### config.mk
export PLATFORM = sky130hd
export DESIGN_NAME = data_stream_demultiplexer
export DESIGN_NICKNAME = d
export VERILOG_FILES = /design/src/rtl/data_stream_pkg.sv /design/src/rtl/data_stream_slot_timer.sv /design/src/rtl/data_stream_demultiplexer.sv
export SDC_FILE = /design/constraint.sdc
export NUM_CORES = 1
export LEC_CHECK = 0
export CAP_MARGIN = 10
export CELL_PAD_IN_SITES_DETAIL_PLACEMENT = 1
export CELL_PAD_IN_SITES_GLOBAL_PLACEMENT = 1
export CORE_MARGIN = 5
export CORE_UTILIZATION = 49
export CTS_CLUSTER_DIAMETER = 150
export CTS_CLUSTER_SIZE = 10
export DETAILED_ROUTE_END_ITERATION = 7
export DONT_BUFFER_PORTS = 1
export PLACE_DENSITY = 0.8
export REMOVE_ABC_BUFFERS = 1
export SYNTH_ARGS = -nofsm -noshare
export SYNTH_HDL_FRONTEND = slang
export SYNTH_SLANG_ARGS = --single-unit
export TNS_END_PERCENT = 1
### constraint.sdc
create_clock -name clk -period 2.47 [get_ports clk]
set_clock_uncertainty 0.2 [all_clocks]
set_input_delay 0.494 -clock clk [delete_from_list [all_inputs] [get_ports clk]]
set_output_delay 0.494 -clock clk [all_outputs]
set_load 0.1 [all_outputs]
### src/rtl/data_stream_pkg.sv
// Shared definitions for the TDM data-stream multiplexer/demultiplexer pair.
// Provides:
//   ds_mode_e     - stream-count encoding (off / one / two / three streams)
//   slot_state_e  - slot timer FSM states
//   cnt_width     - slot counter width for a given period length in cycles
//   slot_l2/l3/d3 - slot boundaries within one symbol period
//   sample_point  - cycle index at which stream idx is sampled for a mode
package data_stream_pkg;

    typedef enum logic [1:0] {
        ModeOff   = 2'd0,
        ModeOne   = 2'd1,
        ModeTwo   = 2'd2,
        ModeThree = 2'd3
    } ds_mode_e;

    typedef enum logic [0:0] {
        StIdle = 1'b0,
        StRun  = 1'b1
    } slot_state_e;

    function automatic int unsigned cnt_width(input int unsigned c);
        return (c > 1) ? $clog2(c) : 1;
    endfunction

    function automatic int unsigned slot_l2(input int unsigned c);
        return c / 2;
    endfunction

    function automatic int unsigned slot_l3(input int unsigned c);
        return c / 3;
    endfunction

    function automatic int unsigned slot_d3(input int unsigned c);
        return (2 * c) / 3;
    endfunction

    // Midpoint of the slot that carries stream idx (0-based) in mode m.
    function automatic int unsigned sample_point(input int unsigned c, input ds_mode_e m,
                                                 input int unsigned idx);
        int unsigned pt;
        pt = 0;
        if (m == ModeOne) begin
            pt = c / 2;
        end else if (m == ModeTwo) begin
            pt = (idx == 0) ? slot_l2(c) / 2 : slot_l2(c) + slot_l2(c) / 2;
        end else if (m == ModeThree) begin
            if (idx == 0) begin
                pt = slot_l3(c) / 2;
            end else if (idx == 1) begin
                pt = slot_l3(c) + (slot_d3(c) - slot_l3(c)) / 2;
            end else begin
                pt = slot_d3(c) + (c - slot_d3(c)) / 2;
            end
        end
        return pt;
    endfunction

endpackage

### src/rtl/data_stream_slot_timer.sv
// Symbol-period slot timer: symbol edge detect, slot counter, IDLE/RUN FSM and
// out-of-place edge reporting.
// Ports:
//   clk_i, rst_ni    - clock, asynchronous active-low reset
//   symbol_clk_i     - symbol strobe, rising edge marks a period start
//   sym_edge_o       - combinational: symbol edge detected this cycle
//   cnt_o            - current slot counter value (0..Cycles-1)
//   period_end_o     - combinational: RUN and cnt at Cycles-1
//   sync_err_o       - registered one-cycle pulse for an edge with cnt != Cycles-1
module data_stream_slot_timer
    import data_stream_pkg::*;
#(
    parameter int unsigned Cycles = 100,
    parameter int unsigned CntW   = cnt_width(Cycles)
) (
    input  logic            clk_i,
    input  logic            rst_ni,
    input  logic            symbol_clk_i,
    output logic            sym_edge_o,
    output logic [CntW-1:0] cnt_o,
    output logic            period_end_o,
    output logic            sync_err_o
);

    localparam logic [CntW-1:0] CntLast = CntW'(Cycles - 1);

    slot_state_e     state_q, state_d;
    logic [CntW-1:0] cnt_q, cnt_d;
    logic            sym_prev_q;
    logic            sync_err_q, sync_err_d;
    logic            sym_edge, last_slot;

    // Previous strobe resets to 0 so a strobe held high through reset release is an edge.
    assign sym_edge  = symbol_clk_i & ~sym_prev_q;
    assign last_slot = (cnt_q == CntLast);

    always_ff @(posedge clk_i or negedge rst_ni) begin
        if (!rst_ni) begin
            state_q    <= StIdle;
            cnt_q      <= '0;
            sym_prev_q <= 1'b0;
            sync_err_q <= 1'b0;
        end else begin
            state_q    <= state_d;
            cnt_q      <= cnt_d;
            sym_prev_q <= symbol_clk_i;
            sync_err_q <= sync_err_d;
        end
    end

    always_comb begin
        state_d = state_q;
        unique case (state_q)
            StIdle:  if (sym_edge) state_d = StRun;
            StRun:   state_d = StRun;
            default: state_d = StIdle;
        endcase
    end

    always_comb begin
        cnt_d      = '0;
        sync_err_d = 1'b0;
        if (state_q == StRun) begin
            if (sym_edge) begin
                // An edge on the last slot is the expected one; anywhere else is out of place.
                sync_err_d = ~last_slot;
            end else if (!last_slot) begin
                cnt_d = cnt_q + 1'b1;
            end
        end
    end

    assign sym_edge_o   = sym_edge;
    assign cnt_o        = cnt_q;
    assign period_end_o = (state_q == StRun) && last_slot;
    assign sync_err_o   = sync_err_q;

endmodule

### src/rtl/data_stream_demultiplexer.sv
// Time-division demultiplexer: recovers up to three streams from one TDM stream
// by sampling the midpoint of each slot and publishing once per symbol period.
// Ports:
//   clk, rst            - clock, asynchronous active-low reset
//   symbol_clk          - symbol strobe, synchronous to clk
//   mode                - 0 off, 1..3 number of streams (latched per period)
//   multiplexed_data    - TDM input stream
//   ds1, ds2, ds3       - recovered streams, registered
//   ds_valid            - one-cycle pulse when ds1..ds3 update
//   sync_err            - one-cycle pulse on an out-of-place symbol edge
module data_stream_demultiplexer
    import data_stream_pkg::*;
#(
    parameter int unsigned symbol_clk_f = 1_000_000,
    parameter int unsigned clk_f        = 100_000_000,
    parameter int unsigned ds_width     = 8
) (
    input  logic                clk,
    input  logic                rst,
    input  logic                symbol_clk,
    input  logic [1:0]          mode,
    input  logic [ds_width-1:0] multiplexed_data,
    output logic [ds_width-1:0] ds1,
    output logic [ds_width-1:0] ds2,
    output logic [ds_width-1:0] ds3,
    output logic                ds_valid,
    output logic                sync_err
);

    localparam int unsigned C    = clk_f / symbol_clk_f;
    localparam int unsigned CntW = cnt_width(C);

    localparam logic [CntW-1:0] M1S0 = CntW'(sample_point(C, ModeOne, 0));
    localparam logic [CntW-1:0] M2S0 = CntW'(sample_point(C, ModeTwo, 0));
    localparam logic [CntW-1:0] M2S1 = CntW'(sample_point(C, ModeTwo, 1));
    localparam logic [CntW-1:0] M3S0 = CntW'(sample_point(C, ModeThree, 0));
    localparam logic [CntW-1:0] M3S1 = CntW'(sample_point(C, ModeThree, 1));
    localparam logic [CntW-1:0] M3S2 = CntW'(sample_point(C, ModeThree, 2));

    logic            sym_edge, period_end;
    logic [CntW-1:0] cnt;

    ds_mode_e                   active_mode_q, active_mode_d;
    logic [2:0][ds_width-1:0]   hold_q, hold_d;
    logic [2:0][ds_width-1:0]   ds_q, ds_d;
    logic                       ds_valid_q, ds_valid_d;

    data_stream_slot_timer #(
        .Cycles (C),
        .CntW   (CntW)
    ) u_slot_timer (
        .clk_i        (clk),
        .rst_ni       (rst),
        .symbol_clk_i (symbol_clk),
        .sym_edge_o   (sym_edge),
        .cnt_o        (cnt),
        .period_end_o (period_end),
        .sync_err_o   (sync_err)
    );

    always_ff @(posedge clk or negedge rst) begin
        if (!rst) begin
            active_mode_q <= ModeOff;
            hold_q        <= '0;
            ds_q          <= '0;
            ds_valid_q    <= 1'b0;
        end else begin
            active_mode_q <= active_mode_d;
            hold_q        <= hold_d;
            ds_q          <= ds_d;
            ds_valid_q    <= ds_valid_d;
        end
    end

    // Mode is only picked up at a period boundary so a period is decoded consistently.
    assign active_mode_d = sym_edge ? ds_mode_e'(mode) : active_mode_q;

    // active_mode is Off whenever the timer is idle, so no extra run gating is needed.
    always_comb begin
        hold_d = hold_q;
        unique case (active_mode_q)
            ModeOff: begin
                hold_d = '0;
            end
            ModeOne: begin
                if (cnt == M1S0) hold_d[0] = multiplexed_data;
                hold_d[1] = '0;
                hold_d[2] = '0;
            end
            ModeTwo: begin
                if (cnt == M2S0) hold_d[0] = multiplexed_data;
                if (cnt == M2S1) hold_d[1] = multiplexed_data;
                hold_d[2] = '0;
            end
            ModeThree: begin
                if (cnt == M3S0) hold_d[0] = multiplexed_data;
                if (cnt == M3S1) hold_d[1] = multiplexed_data;
                if (cnt == M3S2) hold_d[2] = multiplexed_data;
            end
            default: hold_d = '0;
        endcase
    end

    // Publish from hold_d so a sample point on the last slot is still included.
    always_comb begin
        ds_d       = ds_q;
        ds_valid_d = 1'b0;
        if (period_end) begin
            ds_d       = hold_d;
            ds_valid_d = (active_mode_q != ModeOff);
        end
    end

    assign ds1      = ds_q[0];
    assign ds2      = ds_q[1];
    assign ds3      = ds_q[2];
    assign ds_valid = ds_valid_q;

endmodule

==> results.ini <==
[sta]
setup_slack_ns=0.2028
hold_viol=0
setup_violations=0
fin_crit_ns=2.267
fin_tns_setup_ns=0
slew_viol_final=0
worst_pin_slew_ns=0.9021
min_period_over_period_pct=91.79
holdWs_ns=0.09924
grt_setup_unrepaired=false
slew_headroom_pct=39.86
max_freq_ghz=0.4411

[pwr]
pwr-share-seq_pct=46.4
p_switching_uw=619.8
p_leak_nw=1.400
power_frac_comb_pct=9.8
finalPower_mw=2.405
intPower_mw=1.785
clkPwrFrac_pct=43.8
p_per_area_nw_per_um2=718.8
swShare_pct=25.77
peakVddDrop_mv=0.4760

[job]
timing.max_cap.violations=0

[synthesis]
synth_mux_area_share_pct=4.226
synth_top_area_cell=dfrtp_1
async_flop_share_pct=100.0
synth_compound_area_share_pct=13.93
synth-xor-area-share_pct=1.509
yosysUniqueCellTypes=43
synth_top_family_by_area=simple AND/OR/NAND/NOR gates
synth-simple-area-share_pct=22.12
ys_ff_latch=61
synthTopCellsByArea=dfrtp_1 53%, nand2_1 5.8%, nand3_1 4.5%
syn_inst=287
synth_top_flop_cell=dfrtp_1
ys_seq_area_share_pct=52.61
avgSynthCellArea_um2=10.11
ys_warn_count=0
netlist_area_um2=2902
synth-edff-count=0
synth_top_area_share_pct=52.61
synth_adder_area_share_pct=1.725

[critical_path]
worstPathCellList=inv_1, ha_1, and4bb_2, nand2_1, a221oi_1, o221ai_1
cp-end-kind=flip-flop
critPathArrivalTime_ns=2.27
crit_required_ns=2.47
cpMaxStageDelayCell=a221oi_1
cp_slowest_stage_delay_ns=0.49
crit_fanout=9
critical_path_class=reg2reg
start_kind=flip-flop

[final_layout]
instances_no_fill=383
final_common_cell=dfrtp_1
nets=321
area_delta_synth_final_pct=15.31
antennaDiodeCount=0
fillCellCount=634
stdcell_area_um2=3346
drive_gt1_share_pct=17.21
final_cell_mix=60 x dfrtp_1, 45 x nand2_1, 26 x nand3_1, 26 x o21ai_0, 22 x buf_4
final_util_pct=57.19

[placed_design]
dp_hpwl_mm=5.029
dp_cells=365
gp_routability_congestion=0.8266
io_buffers=0
place_area_um2=3067
place_ws_ns=0.1653

[global_route]
grt_start_max_net_pins=62
gr-total-overflow=0
grt_usage_pct=21.93
antenna_found_initial=0
grt_first_pass_wirelength_mm=12.77
grt_pass1_vias=2480

[clock_tree]
htreeDepth=3
root_buffer=clkbuf_8
insertion_delay_ns=0.35
clockBufferDepth=2
cts_tree=done
cts_made_buffers=9
clkSinkCount=61
post_cts_buffers=0
clkTransAtPathRegs_ns=0.06

[detailed_routing]
routedWlPerCell_um=19.46
dr.pass1.iters=4
wirelength_mm=7.454
ant_nets=0
viasPerCell=5.911
dr_total_vias=2264
drt_iter0_markers=219
route.detailed.drc=0

[floorplan]
die_y_um=86.95
start_util_pct=49.59
pin_count=39
core_um2=5851
rows=28
die_w_um=86.95
die_area_um2=7560

[run_status]
status=finished, final reports clean

[worst_hold_path]
hold_path.class=in2reg

final timing paths:
path	end	slack, ns	cells after the start	start
min in group asynchronous	hold_q[8]	0.46	2	rst
hold / removal	active_mode_q[0]	0.1	1	mode[0]
setup / recovery	ds1[5]	0.20	6	u_slot_timer.cnt_o[1]
hold reg to reg	ds1[5]	0.29	2	ds1[5]
setup reg to reg	ds1[5]	0.20	6	u_slot_timer.cnt_o[1]
max in group asynchronous	active_mode_q[0]	1.31	2	rst
critical path: cells and delay by family (launching register included):
family                   cells  cell delay [ns]
AO/OA/AOI/OAI                2             0.68
AND/OR/NAND/NOR              2             0.57
flip-flops                   1             0.41
adder cells (fa/ha/maj)      1             0.17
buffers and inverters        1             0.10
sequential cells by signal, summed over array words and instances (netlist names):
name / count
ds3: 8
u_slot_timer.state_q: 1
ds1: 8
ds_valid: 1
ds2: 8
u_slot_timer.cnt_o: 7
u_slot_timer.sym_prev_q: 1
active_mode_q: 2
hold_q: 24
u_slot_timer.sync_err_o: 1
metal layers:
layer	routed length, µm	share of wire [%]	vias up	GRT usage (%)
met5	0	0	-	0
met4	168	2.3	0	9.915
met3	550	7.4	16	5.866
met2	3569	48	65	34.85
met1	3165	42	1137	27.91
li1	-	-	1046	-
logic make-up (layout without fill, tap and decap cells):
| family | Yosys count | after routing |
|---|---|---|
| buffers and inverters | 24 | 45 |
| adders and majority gates | 4 | 4 |
| xor gates and xnor gates | 5 | 5 |
| DFF | 61 | 61 |
| muxes | 11 | 11 |
| AOI/OAI and AO/OA | 61 | 61 |
| and+or+nand+nor | 121 | 121 |
power by group through the flow:
stage / Combinational, mW / Clock (mW) / Sequential, mW
2_1_floorplan: 0.146 / 0 / 1.12
3_3_place_gp: 0.198 / 0 / 1.13
5_1_grt: 0.266 / 1.12 / 1.13
6_report: 0.236 / 1.05 / 1.12
3_5_place_dp: 0.205 / 0 / 1.13
4_1_cts: 0.238 / 1.07 / 1.12
synthesized netlist by cell type, drive strengths merged, types with 2 or more instances:
master / instances
a21boi: 8
a21oi: 8
a221oi: 7
and2: 8
and4: 7
buf: 9
clkbuf: 10
dfrtp: 61
ha: 4
inv: 4
mux2: 10
nand2: 45
nand2b: 6
nand3: 26
nand3b: 3
nand4bb: 2
nor2: 10
nor2b: 3
o21ai: 26
o221ai: 7
or2: 2
or3: 2
xnor2: 3
xor2: 2
final cells by class:
type	count	area, µm²	share of cell area [%]
inverter	5	18.77	0.5610
timing repair buffer	25	212.7	6.358
clock buffer	10	127.6	3.814
clock inverter	5	100.1	2.992
sequential	61	1528	45.66
tap	75	93.84	2.805
multi-input combinational	202	1265	37.81
repair_timing:
item / CTS / global route
resized for setup: 0 / 2
endpoints found under the hold margin: 62 / 0
hold buffers: 3 / 0
setup endpoints to repair: 0 / 7
No activity file was read; power rests on OpenSTA's default activity.
==> RTL edit 1 (same flow settings) <==
Register the outputs `ds1`, `ds2` and `ds3`, cleared by the reset; this adds one clock of latency there. The other outputs are not delayed to match. Comments in the files are not updated.
--- a/src/rtl/data_stream_demultiplexer.sv
+++ b/src/rtl/data_stream_demultiplexer.sv
@@ -111,9 +111,17 @@
         end
     end
 
-    assign ds1      = ds_q[0];
-    assign ds2      = ds_q[1];
-    assign ds3      = ds_q[2];
+    always_ff @(posedge clk or negedge rst) begin
+        if (!rst) begin
+            ds1 <= '0;
+            ds2 <= '0;
+            ds3 <= '0;
+        end else begin
+            ds1 <= ds_q[0];
+            ds2 <= ds_q[1];
+            ds3 <= ds_q[2];
+        end
+    end
     assign ds_valid = ds_valid_q;
 
 endmodule
Formal check against the unedited RTL: no difference found for any inputs over 10 cycles, from zero or initial values and one cycle with rst low; that may be too few to reach the edited logic, so the function may still have changed.
==> RTL edit 1 against the unedited design <==
The run now ends with negative hold slack left; final area rose by 14%; sequential cell count rose by 24; worst hold slack got worse by 0.48 ns; area after synthesis rose by 14%; wire length fell by 6.6%; power rose by 14%; worst setup slack got worse by 0.072 ns; die area rose by 12%; critical endpoint is now ds_q[6]$_DFFE_PN0P_; largest cell class unchanged.
==> RTL edit 1: results (changes against the unedited design) <==
INFO  metric final_layout_size_suffix_gt1_frac = 0.199 (was 0.172)
INFO  metric starting_drc_count_in_detailed_routing = 41 (was 219)
INFO  metric failed_checks = negative hold slack
INFO  metric dp_worst_setup_slack = 0.102 ns (was 0.165 ns)
INFO  metric dr_total_vias = 2,004 (was 2,264)
INFO  metric dp_hpwl = 4490 um (was 5030 um)
INFO  metric hold_viol = 85 (was 0)
INFO  metric worst-slew-pin-transition = 0.739 ns (was 0.902 ns)
INFO  metric grt_pass1_wl = 11,800 um (was 12,800 um)
INFO  metric run_status = finished, violations left (was complete, no violations)
INFO  metric gpl.final_weighted_congestion = 0.830 (was 0.827)
INFO  metric synth_xor_xnor_area_share = 0.0132 (was 0.0151)
INFO  metric final.fill_count = 674 (was 634)
INFO  metric worst-path-max-fanout = 8 (was 9)
INFO  metric synth.mux.area_fraction = 0.131 (was 0.0423)
INFO  metric hold_buffers_post_cts = 1 (was 3)
INFO  metric grt.total_usage = 0.184 (was 0.219)
INFO  metric power.leakage = 1.83 nW (was 1.40 nW)
INFO  metric hp-class = in2async (was in2reg)
INFO  metric power_switching = 741 uW (was 620 uW)
INFO  metric synth_cell_type_count = 32 (was 43)
INFO  metric timing.critical_path.slowest_stage_cell = sky130_fd_sc_hd__or4b_4 (was sky130_fd_sc_hd__a221oi_1)
INFO  metric holdWs = -0.384 ns (was 0.0992 ns)
INFO  metric synth-seq-area-share = 0.643 (was 0.526)
INFO  metric crit-reg2reg-launch = u_slot_timer.cnt_o[3]$_DFF_PN0_ (was u_slot_timer.cnt_o[1]$_DFF_PN0_)
INFO  metric regToRegEndpoint = ds_q[6]$_DFFE_PN0P_ (was ds1[5]$_DFFE_PN0P_)
INFO  metric drt-total-wl = 6970 um (was 7450 um)
INFO  metric worst-endpoint-arrival = 2.38 ns (was 2.27 ns)
## RTL edit 1: timing repair
action,in CTS,in global routing
buffers inserted,0,1
endpoints found under the setup margin,0,1
hold endpoints to repair,86,85
## RTL edit 1: how the worst max path moves through the flow
stage,startpoint,cells past startpoint,end
6_report,u_slot_timer.cnt_o[3]$_DFF_PN0_,6,ds_q[6]$_DFFE_PN0P_
5_1_grt,u_slot_timer.cnt_o[3]$_DFF_PN0_,6,ds_q[6]$_DFFE_PN0P_
4_1_cts,u_slot_timer.cnt_o[3]$_DFF_PN0_,5,ds_q[6]$_DFFE_PN0P_
3_5_place_dp,u_slot_timer.cnt_o[3]$_DFF_PN0_,5,ds_q[6]$_DFFE_PN0P_
3_3_place_gp,u_slot_timer.cnt_o[3]$_DFF_PN0_,5,ds_q[4]$_DFFE_PN0P_
2_1_floorplan,u_slot_timer.cnt_o[0]$_DFF_PN0_,5,ds_q[0]$_DFFE_PN0P_
## RTL edit 1: routing by layer
layer / up-vias / track usage / part of all wire
li1: 933 / - / -
met1: 1019 / 0.234 / 0.44
met2: 39 / 0.302 / 0.50
met3: 13 / 0.0369 / 0.035
met4: 0 / 0.0903 / 0.024
met5: - / 0 / 0
## RTL edit 1: cell type report
class / count / share of cell area
Clock inverter: 6 / 0.0188
Multi-Input combinational cell: 150 / 0.282
Tap cell: 80 / 0.0263
Clock buffer: 10 / 0.0336
Inverter: 5 / 0.00494
Sequential cell: 85 / 0.560
Timing Repair Buffer: 36 / 0.0751
## RTL edit 1: through the flow
step | instance area [um^2] | std cells | util
final | 3800 | 372 | 0.569
after global routing | 3800 | 372 | 0.569
after CTS | 3780 | 371 | 0.566
after detailed placement | 3570 | 354 | 0.534
after global placement | 3570 | 354 | 0.534
after floorplan | 3220 | 240 | -
==> RTL edit 2 (config.mk and constraints unchanged) <==
Without the edit above. Change the parameter `ds_width` from 8 to 7.
--- a/src/rtl/data_stream_demultiplexer.sv
+++ b/src/rtl/data_stream_demultiplexer.sv
@@ -13,7 +13,7 @@
 #(
     parameter int unsigned symbol_clk_f = 1_000_000,
     parameter int unsigned clk_f        = 100_000_000,
-    parameter int unsigned ds_width     = 8
+    parameter int unsigned ds_width     = 7
 ) (
     input  logic                clk,
     input  logic                rst,
Interface: changed (resized ds1, ds2, ds3 and multiplexed_data); port bits go from 39 to 35. The function was not compared with the original's and may differ.
==> RTL edit 2 against the unedited design <==
Fmax barely moved; critical path depth decreased by 1; utilization grew 0.51 points; worst hold slack gained 0.0089 ns; area after synthesis down 20%; final area decreased by 20%; wire length down 30%; sequential share of layout area rose by 5.5 points; sequential power is 13% lower; synthesized cell count is 35% lower; power down 26%; worst setup slack improved by 0.0021 ns; sequential cell count decreased by 6; critical path type unchanged; critical endpoint is now ds3[6]$_DFFE_PN0P_; largest power group unchanged; highest routed layer unchanged.
==> RTL edit 2: results (changes against the unedited design) <==
INFO  metric run_status = complete, no violations (unchanged)
INFO  metric synth_flop_cell = sky130_fd_sc_hd__dfrtp_1 (unchanged)
INFO  metric starting_drc_count_in_detailed_routing = 90 (was 219)
INFO  metric dp_worst_setup_slack = 0.135 ns (was 0.165 ns)
INFO  metric post-route-cell-area = 2690 um^2 (was 3350 um^2)
INFO  metric vias_per_cell = 5.58 (was 5.91)
INFO  metric synth.top_cells.by_count = sky130_fd_sc_hd__dfrtp_1 (55), sky130_fd_sc_hd__mux2i_1 (20), sky130_fd_sc_hd__nor2_1 (19), sky130_fd_sc_hd__nand2_1 (16), sky130_fd_sc_hd__a22o_1 (11) (was sky130_fd_sc_hd__dfrtp_1 (61), sky130_fd_sc_hd__nand2_1 (45), sky130_fd_sc_hd__nand3_1 (26), sky130_fd_sc_hd__o21ai_0 (26))
INFO  metric worst-endpoint-arrival = 2.27 ns (about the same)
INFO  metric path_clk_slew = 0.10 ns (was 0.06 ns)
INFO  metric synth-seq-area-share = 0.596 (was 0.526)
INFO  metric maximum_number_of_pins_on_one_net_before_global_route_repair = 56 (was 62)
INFO  metric final.fill_count = 484 (was 634)
INFO  metric dpl_cell_area = 2530 um^2 (was 3070 um^2)
INFO  metric grt_pass1_wl = 8890 um (was 12,800 um)
INFO  metric dr_total_vias = 1,501 (was 2,264)
INFO  metric worst-path-max-fanout = 7 (was 9)
INFO  metric final_net_count = 230 (was 321)
INFO  metric dp_hpwl = 3900 um (was 5030 um)
INFO  metric grt_pass1_vias = 1,740 (was 2,480)
INFO  metric postSynthAreaPerCell = 12.4 um^2 (was 10.1 um^2)
INFO  metric clk_latency = 0.31 ns (was 0.35 ns)
INFO  metric power.leakage = 1.22 nW (was 1.40 nW)
INFO  metric synthTopCellsByArea = sky130_fd_sc_hd__dfrtp_1 (60%), sky130_fd_sc_hd__mux2i_1 (8.7%), sky130_fd_sc_hd__a22o_1 (4.2%) (was sky130_fd_sc_hd__dfrtp_1 (53%), sky130_fd_sc_hd__nand2_1 (5.8%), sky130_fd_sc_hd__nand3_1 (4.5%))
INFO  metric setup-tns-final = 0 ns (unchanged)
INFO  metric place_inst = 258 (was 365)
INFO  metric routedWlPerCell = 19.3 um (was 19.5 um)
INFO  metric power.ir.vdd_worst = 555 uV (was 476 uV)
INFO  metric cts-buffers-inserted = 5 (was 9)
INFO  metric worst-slew-pin-transition = 0.905 ns (was 0.902 ns)
INFO  metric grt.total_usage = 0.187 (was 0.219)
INFO  metric ctsHtreeMaxLevel = 2 (was 3)
INFO  metric synth_cell_type_count = 28 (was 43)
INFO  metric largest_register_ffs = 21 (was 24)
INFO  metric gpl.final_weighted_congestion = 0.870 (was 0.827)
INFO  metric final_layout_size_suffix_gt1_frac = 0.181 (was 0.172)
==> RTL edit 2: cell types whose count changed after synthesis, sizes merged, moves of 10 or more <==
cell   delta
nor2     +10
o21ai    -18
nand3    -21
mux2i    +19
nand2    -29
a22o     +11
==> RTL edit 2: layout make-up <==
type	instances	area share
multi-input cells	122	0.336
clock inverters	2	0.0144
flip-flops and latches	55	0.512
inverters	5	0.00698
well taps	54	0.0251
repair buffers	25	0.0791
clock buffers	6	0.0270
==> RTL edit 2: kinds of logic after synthesis <==
family	after synthesis	share of synthesized area
mux	29	0.130
flops	55	0.596
simple gates	59	0.134
fa+ha+maj	4	0.0217
xor+xnor	5	0.0190
buf+inv	9	0.0152
compound gates	25	0.0845
==> RTL edit 2: metal layers <==
layer	vias to the layer above	share of wire	track usage
li1	699	-	-
met3	10	0.050	0.0562
met4	0	0.018	0.0577
met1	761	0.42	0.225
met5	-	0	0
met2	31	0.51	0.320
==> RTL edit 2: critical path, stage by stage (launching register included) <==
cell	delay [ns]
sky130_fd_sc_hd__dfrtp_1	0.46
sky130_fd_sc_hd__or3b_4	0.47
sky130_fd_sc_hd__nor3_4	0.41
sky130_fd_sc_hd__mux2i_1	0.29
sky130_fd_sc_hd__nor2_2	0.05
sky130_fd_sc_hd__mux2_1	0.28
==> RTL edit 2: worst paths after layout <==
path	from	slack, ns	cells after the start	to
worst min-delay path	multiplexed_data[4]	0.11	1	hold_q[4]$_DFF_PN0_
max in group asynchronous	rst	1.33	2	u_slot_timer.cnt_o[5]$_DFF_PN0_
worst max register to register	u_slot_timer.cnt_o[2]$_DFF_PN0_	0.20	5	ds3[6]$_DFFE_PN0P_
worst min register to register	ds1[0]$_DFFE_PN0P_	0.31	1	ds1[0]$_DFFE_PN0P_
min in group asynchronous	rst	0.49	2	hold_q[2]$_DFF_PN0_
worst max-delay path	u_slot_timer.cnt_o[2]$_DFF_PN0_	0.20	5	ds3[6]$_DFFE_PN0P_
==> RTL edit 2: repair_timing <==
item                       4_1_cts  5_1_grt
resized for setup                0        1
hold endpoints to repair        56        0
setup endpoints to repair        0        7
hold buffers                     3        0
==> RTL edit 2: where the power goes <==
group	internal [mW]	switching [mW]	leakage [nW]
registers	0.933	0.0449	0.714
clock network	0.307	0.294	0.0558
logic	0.0768	0.119	0.453
total	1.32	0.458	1.22
